### src/rtl/mem_arb_pkg.sv
// Shared types and default sizing for the memory-port arbiter.
// The FSM encoding lives here so the top and any bench see one definition.
package mem_arb_pkg;

    localparam int DEF_DATA_WIDTH = 8;
    localparam int DEF_ADDR_WIDTH = 4;
    localparam int DEF_NUM_REQ    = 4;

    typedef enum logic [1:0] {
        IDLE    = 2'd0,
        ISSUE_W = 2'd1,
        ISSUE_R = 2'd2,
        WAIT_R  = 2'd3
    } state_t;

endpackage

### src/rtl/rr_arbiter.sv
// Combinational round-robin picker: search starts one past i_ptr and wraps,
// returning a one-hot grant and its index.
module rr_arbiter #(
    parameter int N     = 4,
    parameter int IDX_W = 2
) (
    input  logic [N-1:0]     i_req,
    input  logic [IDX_W-1:0] i_ptr,
    output logic [N-1:0]     o_grant,
    output logic [IDX_W-1:0] o_idx
);

    logic             w_found;
    logic [IDX_W-1:0] w_cand;

    always_comb begin
        // NOTE: every output gets a default before the search so no path leaves one unassigned (no latch).
        o_grant = '0;
        o_idx   = '0;
        w_found = 1'b0;
        w_cand  = '0;
        for (int k = 1; k <= N; k++) begin
            w_cand = IDX_W'((int'(i_ptr) + k) % N);
            if (!w_found && i_req[w_cand]) begin
                w_found          = 1'b1;
                o_grant[w_cand]  = 1'b1;
                o_idx            = w_cand;
            end
        end
    end

endmodule

### src/rtl/mem_port_arbiter.sv
// Shares one single-port synchronous memory among NUM_REQ requesters with
// round-robin grant; writes pipeline at one per cycle, reads block for three.
module mem_port_arbiter
    import mem_arb_pkg::*;
#(
    parameter int DATA_WIDTH = DEF_DATA_WIDTH,
    parameter int ADDR_WIDTH = DEF_ADDR_WIDTH,
    parameter int NUM_REQ    = DEF_NUM_REQ
) (
    input  logic                           clk,
    input  logic                           rst_n,
    input  logic [NUM_REQ-1:0]             req_valid,
    input  logic [NUM_REQ-1:0]             req_we,
    input  logic [NUM_REQ*ADDR_WIDTH-1:0]  req_addr,
    input  logic [NUM_REQ*DATA_WIDTH-1:0]  req_wdata,
    output logic [NUM_REQ-1:0]             req_ready,
    output logic [NUM_REQ-1:0]             rsp_valid,
    output logic [DATA_WIDTH-1:0]          rsp_rdata,
    output logic                           mem_we,
    output logic                           mem_re,
    output logic [ADDR_WIDTH-1:0]          mem_addr,
    output logic [DATA_WIDTH-1:0]          mem_wdata,
    input  logic [DATA_WIDTH-1:0]          mem_rdata
);

    localparam int IDX_W = $clog2(NUM_REQ);

    state_t r_state;
    state_t w_next_state;

    logic [IDX_W-1:0]      r_last_grant;
    logic [IDX_W-1:0]      r_rd_idx;
    logic [IDX_W-1:0]      w_gnt_idx;
    logic [NUM_REQ-1:0]    w_grant;
    logic                  w_can_accept;
    logic                  w_accept;
    logic                  w_accept_we;
    logic [ADDR_WIDTH-1:0] w_sel_addr;
    logic [DATA_WIDTH-1:0] w_sel_wdata;

    logic                  r_mem_we;
    logic                  r_mem_re;
    logic [ADDR_WIDTH-1:0] r_mem_addr;
    logic [DATA_WIDTH-1:0] r_mem_wdata;
    logic [DATA_WIDTH-1:0] r_rdata_hold;

    rr_arbiter #(
        .N     (NUM_REQ),
        .IDX_W (IDX_W)
    ) u_rr_arbiter (
        .i_req   (req_valid),
        .i_ptr   (r_last_grant),
        .o_grant (w_grant),
        .o_idx   (w_gnt_idx)
    );

    // rst_n gates ready so nothing is offered while reset is held.
    assign w_can_accept = rst_n && (r_state == IDLE || r_state == ISSUE_W);
    assign w_accept     = |req_ready;
    assign w_accept_we  = req_we[w_gnt_idx];
    assign w_sel_addr   = req_addr[int'(w_gnt_idx)*ADDR_WIDTH +: ADDR_WIDTH];
    assign w_sel_wdata  = req_wdata[int'(w_gnt_idx)*DATA_WIDTH +: DATA_WIDTH];

    always_ff @(posedge clk or negedge rst_n) begin
        // NOTE: non-blocking assignments so every flop samples pre-edge values.
        if (!rst_n) begin
            r_state <= IDLE;
        end else begin
            r_state <= w_next_state;
        end
    end

    always_comb begin
        w_next_state = r_state;
        case (r_state)
            IDLE, ISSUE_W: begin
                if (w_accept) w_next_state = w_accept_we ? ISSUE_W : ISSUE_R;
                else          w_next_state = IDLE;
            end
            ISSUE_R: w_next_state = WAIT_R;
            WAIT_R:  w_next_state = IDLE;
            default: w_next_state = IDLE;
        endcase
    end

    // Memory returns read data the cycle after mem_re, which is WAIT_R.
    always_comb begin
        req_ready = w_can_accept ? w_grant : '0;
        rsp_valid = '0;
        rsp_rdata = r_rdata_hold;
        if (r_state == WAIT_R) begin
            rsp_valid[r_rd_idx] = 1'b1;
            rsp_rdata           = mem_rdata;
        end
    end

    always_ff @(posedge clk or negedge rst_n) begin
        if (!rst_n) begin
            r_last_grant <= IDX_W'(NUM_REQ - 1);
            r_rd_idx     <= '0;
            r_mem_we     <= 1'b0;
            r_mem_re     <= 1'b0;
            r_mem_addr   <= '0;
            r_mem_wdata  <= '0;
            r_rdata_hold <= '0;
        end else begin
            r_mem_we <= w_accept && w_accept_we;
            r_mem_re <= w_accept && !w_accept_we;
            if (w_accept) begin
                r_last_grant <= w_gnt_idx;
                r_mem_addr   <= w_sel_addr;
                if (w_accept_we) r_mem_wdata <= w_sel_wdata;
                else             r_rd_idx    <= w_gnt_idx;
            end
            if (r_state == WAIT_R) r_rdata_hold <= mem_rdata;
        end
    end

    assign mem_we    = r_mem_we;
    assign mem_re    = r_mem_re;
    assign mem_addr  = r_mem_addr;
    assign mem_wdata = r_mem_wdata;

endmodule
### config.mk
export PLATFORM = sky130hd
export DESIGN_NAME = mem_port_arbiter
export DESIGN_NICKNAME = d
export VERILOG_FILES = /design/src/rtl/mem_arb_pkg.sv /design/src/rtl/rr_arbiter.sv /design/src/rtl/mem_port_arbiter.sv
export SDC_FILE = /design/constraint.sdc
export NUM_CORES = 1
export LEC_CHECK = 0
export ABC_AREA = 0
export CAP_MARGIN = 20
export CELL_PAD_IN_SITES_DETAIL_PLACEMENT = 0
export CELL_PAD_IN_SITES_GLOBAL_PLACEMENT = 1
export CORE_ASPECT_RATIO = 1.4
export CORE_UTILIZATION = 32
export CTS_CLUSTER_DIAMETER = 200
export CTS_CLUSTER_SIZE = 30
export DETAILED_ROUTE_END_ITERATION = 8
export PLACE_DENSITY_LB_ADDON = 0.1
export SYNTH_ARGS = -nofsm -noshare
export SYNTH_HDL_FRONTEND = slang
export SYNTH_SLANG_ARGS = --single-unit
### constraint.sdc
create_clock -name clk -period 4.5 [get_ports clk]
set_input_delay 0.9 -clock clk [delete_from_list [all_inputs] [get_ports clk]]
set_output_delay 0.9 -clock clk [all_outputs]
set_load 0.01 [all_outputs]
# [After elaboration in Yosys (flattened, before gate mapping)]
# Index checks and enable logic that the tools add are counted.
[totals] reg_bits=28
[op_classes] addsub=4 n_lt_le_gt_ge=11 n_eq_ne=3 shifts=2 n_mux=37 bitwise=4 n_reduce_logical=21
[ops] operator="$shiftx 32x6->8" n=1
[ops] operator="$mux 4" n=6
[ops] operator="$lt 2x3->1 const B" n=6
[ops] operator="$shiftx 16x5->4" n=1
[ops] operator="$mux 1" n=13
[ops] operator="$mux 2" n=6
[ops] operator="$or 4x4->4" n=3
[ops] operator="$logic_and 1x1->1" n=11
[ops] operator="$bmux 1 s2" n=5
[ops] operator="$demux 1 s2" n=5
[ops] operator="$ge 2x1->1 const B" n=5
[ops] operator="$mux 8" n=1
[ops] operator="$pmux 2 s3" n=1
[ops] operator="$add 2x1->2 const B" n=2
[ops] operator="$add 2x2->2 const B" n=2
[ops] operator="$eq 2x2->1 const B" n=2
[ops] operator="$logic_not 1->1" n=4
[ops] operator="$reduce_and 2->1" n=2
[ops] operator="$reduce_or 4->1" n=1
[ops] operator="$eq 2x1->1 const B" n=1
[ops] operator="$logic_not 2->1" n=1
[ops] operator="$reduce_or 2->1" n=1
[ops] operator="$logic_or 1x1->1" n=1
[ops] operator="$not 1->1" n=1

# [Depth between registers and ports, before layout]
[logic_depth] depth_word=18 depth_mapped=12 depth_no_buf=9

# [Hierarchy]
# Synthesis repeated with hierarchy kept, for this count alone.
[hier_totals] hier_cells=157 hier_area_um2=2015.7
[by_module_without_submodules] module="mem_port_arbiter" instances=1 cells_each=89 area_per_inst_um2=1470.2 seq_area_each_um2=703.2
[by_module_without_submodules] module="rr_arbiter" instances=1 cells_each=68 area_per_inst_um2=545.5 seq_area_each_um2=0.0

# [Worst setup path before layout]
# Ideal clock, no wire load.
[synth_path] kind="register -> output" from="reg r_last_grant[0]" to="out req_ready[0]" arrival_ns=2.615 required_ns=3.600 slack_ns=0.985 stages_incl_launch_ff=11 path_buffers=2 path_cell_list="dfstp_2 buf_2 inv_1 ha_1 clkbuf_1 mux4_2 nor2b_1 a22oi_1 nor2_1 a221oi_1 nor2_1"
[synth_via] elab_chain_len=14 elab_cells_between_ends=49
[synth_lines] item="start: declaration" line_no="mem_port_arbiter.sv:31" text="logic [IDX_W-1:0] r_last_grant;"
[synth_lines] item="start signal: assignment" line_no="mem_port_arbiter.sv:99" text="r_last_grant <= IDX_W'(NUM_REQ - 1);"
[synth_lines] item="start signal: assignment" line_no="mem_port_arbiter.sv:110" text="r_last_grant <= w_gnt_idx;"
[synth_lines] item="parallel branches: the longest is 12 deep, another holds $lt 2x3->1"
[synth_lines] item="$mux 4 *" line_no="rr_arbiter.sv:24" text="if (!w_found && i_req[w_cand]) begin"
[synth_lines] item="$mux 4 *" line_no="mem_port_arbiter.sv:88" text="req_ready = w_can_accept ? w_grant : '0;"
[synth_lines] item="end: declaration" line_no="mem_port_arbiter.sv:16" text="output logic [NUM_REQ-1:0] req_ready,"
# Mark *: on every way between the ends. The select of a mux whose other input is x is not followed.

# [Worst setup path in the final report]
[layout_path] from="in req_valid[1]" to="out req_ready[3]"
[layout_via] elab_chain_len=13 elab_cells_between_ends=25
[layout_lines] item="start: declaration" line_no="mem_port_arbiter.sv:12" text="input logic [NUM_REQ-1:0] req_valid,"
[layout_lines] item="$bmux 1 s2" line_no="rr_arbiter.sv:24"
[layout_lines] item="$mux 1 (not written as such)" line_no="rr_arbiter.sv:24"
[layout_lines] item="$mux 1" line_no="rr_arbiter.sv:24"
[layout_lines] item="$logic_not 1->1" line_no="rr_arbiter.sv:24"
[layout_lines] item="$logic_and 1x1->1" line_no="rr_arbiter.sv:24"
[layout_lines] item="$mux 1" line_no="rr_arbiter.sv:24"
[layout_lines] item="$logic_not 1->1" line_no="rr_arbiter.sv:24"
[layout_lines] item="$logic_and 1x1->1" line_no="rr_arbiter.sv:24"
[layout_lines] item="$mux 1" line_no="rr_arbiter.sv:24"
[layout_lines] item="$logic_not 1->1" line_no="rr_arbiter.sv:24"
[layout_lines] item="$logic_and 1x1->1" line_no="rr_arbiter.sv:24"
[layout_lines] item="$mux 4 *" line_no="rr_arbiter.sv:24"
[layout_lines] item="$mux 4 *" line_no="mem_port_arbiter.sv:88"
# Every way passes the cells marked *; elsewhere a longest branch is shown, timed or not. The select of a mux whose other input is x is not followed.

==> key figures <==
Run status
  • Outcome: finished, violations left
  • Failing checks: DRC

STA
  • Final Hold Fails: 0
  • Worst rel slew slack: approximately 38%
  • Total negative setup slack: 0 ns
  • WHS: about 0.50 ns
  • Min cycle time layout: 4.26 ns
  • RSZ-0062 raised after global routing: no
  • Worst-Margin Slew: just over 0.9 ns
  • Clk_skew: between 0.0015 and 0.002 ns
  • Fin crit share: a little over nine tenths
  • Setup violations, final: 0
  • F_max: about 230 MHz
  • Fin. max-slew vios: 0

Pwr
  • Switch share: approximately 40%
  • Cell area power density: about 670 nW/um^2
  • Pleak: approximately 1.4 nW
  • Portion of total power attributed to the clock network: about 7.2%
  • Sw power: approximately 860 uW
  • Sequential share of power: a little under a quarter
  • Comb power frac: 70.0%
  • Internal: 1.27 mW
  • Max VDD drop: between 0.2 and 0.3 mV

Drt
  • DRC Markers: 3
  • DRT Pass-1 Iters: 6
  • Antenna-violating nets left: 0
  • Routed wire per std cell: about 15 um
  • Initial DRC count: 31
  • Vias/cell: ~5.1
  • WL final: 5230 um
  • Total number of vias: between 1500 and 2000

Place
  • Port Buf Inserts: 95
  • Post-DP HPWL: a little over 4000 um
  • Cells after DPL: approximately 350
  • Final GP Congestion: 0.812

CTS
  • CTS hold repair buffers: 0
  • Clock latency on the worst-skew pair: about 0.27 ns
  • Sink Count: 28
  • CTS tree: built
  • Root Driver: clkbuf_8
  • CTS buffer count: 3
  • Post-CTS Setup Inserts: 0
  • Clock slew at reported path FFs: roughly 0.090 ns
  • Post_cts resized: 0
  • Clk buf depth: 2
  • H-tree levels: 1

Min path
  • Hold Crit Class: reg2reg
  • Hold_sp: r_rdata_hold[7]
  • WHS Path Cells: 1
  • Worst Hold End: r_rdata_hold[7]

Logic synthesis
  • Gate Count Post-Synth: around 190
  • Synthesized flop and latch total: 28
  • Mapped Area: roughly 2100 um^2
  • Avg Cell Area, Syn: between 10 and 15 um^2
  • YS warnings: 0
  • Sequential-to-total area share from yosys stat: 32.8%
  • Post-Syn Nets: roughly 270
  • Synth unique cells: between 40 and 50

Cells and area
  • Layout cell share with drive strength beyond 1: 15.9%
  • Area Growth Syn to Fin: 49.4%
  • Final Non-Filler Cells: around 360
  • NumNets Final: roughly 360
  • Inserted Diodes: 0

Setup path
  • CP max-delay cell: mux4_2
  • CP peak stage delay: roughly 0.65 ns
  • Arrival time worst endpoint: 3.36 ns
  • Worst r2r src: r_last_grant[0]
  • Worst-path cell chain: clkdlybuf4s50_1, mux4_2, nor2b_1, a22oi_1, nor2_1, a221oi_1, nor2_1, clkdlybuf4s50_1
  • First element of the critical path: req_valid[1]
  • Worst Reg-to-Reg Cells: 9
  • CP Class: in2out
  • Startpoint types: input pin
  • CP max FO: 12
  • Crit path capture type: primary output
  • WP data required: ~3.6 ns
  • R2R Setup Slk: ~1.1 ns
  • Reg-to-reg critical path endpoint: mem_addr[1]

Global route
  • Largest net degree at the start of global routing: 29
  • Initial antenna violation count: 0
  • Vias in the first global route: about 1900
  • Global-route wire length before repair: about 8900 um
  • Tot GR Track Use: 15.8%
  • GR Overflow Total: 0

Floorplanning
  • Die W: 71.2 um
  • Initial core utilization: 32.9%
  • Core area: 6530 um^2
  • Die height: 98.9 um
  • Die ar.: between 7000 and 8000 um^2
  • Std-Cell Rows: 35
  • # IOs: between 90 and 100

Flow run
  • Max_cap viols: 0
[state kept, by name (all words and copies together) (netlist names)]
name          flops
mem_addr          4
mem_re            1
mem_wdata         8
mem_we            1
r_last_grant      2
r_rd_idx          2
r_rdata_hold      8
r_state           2
[logic make-up after synthesis]
group	count (synthesis)	share of synthesized area, %
AO/OA/AOI/OAI	30	12.5
adder cells (fa/ha/maj)	8	4.66
buffers and inverters	16	4.14
flip-flops	28	32.8
multiplexers	65	34.7
AND/OR/NAND/NOR	45	11.2
[worst max-delay path by stage]
stage,end,slack [ns],cells after the start
2_1_floorplan,req_ready[0],0.98,10
3_3_place_gp,req_ready[2],0.32,8
3_5_place_dp,req_ready[3],0.24,8
4_1_cts,req_ready[3],0.13,9
5_1_grt,req_ready[2],0.0005,9
6_report,req_ready[3],0.24,8
[critical path, delay by kind of cell]
kind	cells	cell delay, ns
AO/OA/AOI/OAI	2	0.17
buffers and inverters	2	1.15
multiplexers	1	0.65
AND/OR/NAND/NOR	3	0.51
[metrics by stage]
stage / area (um^2) / setup WS [ns] / power, mW / utilization (%)
after floorplan: 2150 / 0.985 / 1.54 / -
after global placement: 3150 / 0.321 / 2.00 / 48.2
after detailed placement: 3150 / 0.241 / 2.01 / 48.2
after CTS: 3200 / 0.133 / 2.17 / 49.1
after global routing: 3210 / 0.000506 / 2.32 / 49.1
final: 3210 / 0.236 / 2.14 / 49.1
[layout make-up]
cell class	instances	area, um^2
Clock buffer	4	55.1
Fill cell	614	3320
Inverter	5	18.8
Multi-Input combinational cell	148	1360
Sequential cell	28	707
Tap cell	74	92.6
Timing Repair Buffer	98	973
[cells in the final DEF, fill, tap and decap left out, types with 2 or more instances in the layout]
| master | instances |
|---|---|
| o21ai_0 | 3 |
| nand2b_1 | 4 |
| nor2b_1 | 2 |
| dfrtp_1 | 26 |
| ha_1 | 8 |
| mux2i_1 | 40 |
| mux2_2 | 14 |
| nand2_1 | 4 |
| a221oi_1 | 5 |
| buf_4 | 3 |
| mux2_4 | 8 |
| clkdlybuf4s50_1 | 95 |
| clkbuf_8 | 4 |
| mux4_2 | 3 |
| nor3_1 | 8 |
| nor2_1 | 16 |
| inv_1 | 5 |
| a22oi_1 | 4 |
| nand3_1 | 3 |
| a21oi_1 | 4 |
| o21ai_2 | 2 |
[power by group through the flow]
stage | clock network [mW] | registers (mW) | logic (mW)
2_1_floorplan | 0 | 0.479 | 1.06
3_3_place_gp | 0 | 0.485 | 1.52
3_5_place_dp | 0 | 0.487 | 1.52
4_1_cts | 0.158 | 0.486 | 1.52
5_1_grt | 0.170 | 0.510 | 1.64
6_report | 0.153 | 0.487 | 1.50
[routing by layer]
metal	wire, um	up-vias	part of all wire [%]	global-route usage (%)
li1	-	895	-	-
met1	2210	879	42	19.1
met2	2720	51	52	27.7
met3	243	4	4.6	2.97
met4	59	0	1.1	5.23
met5	0	-	0	0
[synth_stat cells, drive strengths merged]
cell type	instances	area share, %
mux2i	40	19
dfrtp	26	30
mux2	22	13
nor2	17	3.1
buf	9	2.9
ha	8	4.7
nor3	8	1.9
o21ai	6	1.7
a221oi	5	2.0
inv	5	0.87
a21oi	4	0.93
a22oi	4	1.4
nand2	4	0.70
nand2b	4	1.2
nand3	4	1.5
mux4	3	3.1
a31oi	2	1.3
clkbuf	2	0.35
dfstp	2	2.4
nor2b	2	0.58
a211oi	1	0.35
a21boi	1	0.52
a21o	1	0.35
a311o	1	0.47
a311oi	1	0.70
a31o	1	0.41
and3b	1	0.41
nand3b	1	0.35
nand4b	1	0.41
nor3b	1	0.35
o22ai	1	0.29
o311ai	1	1.2
o41ai	1	0.76
or2	1	0.29
or3b	1	0.52
(Power assumes the default switching activity.)
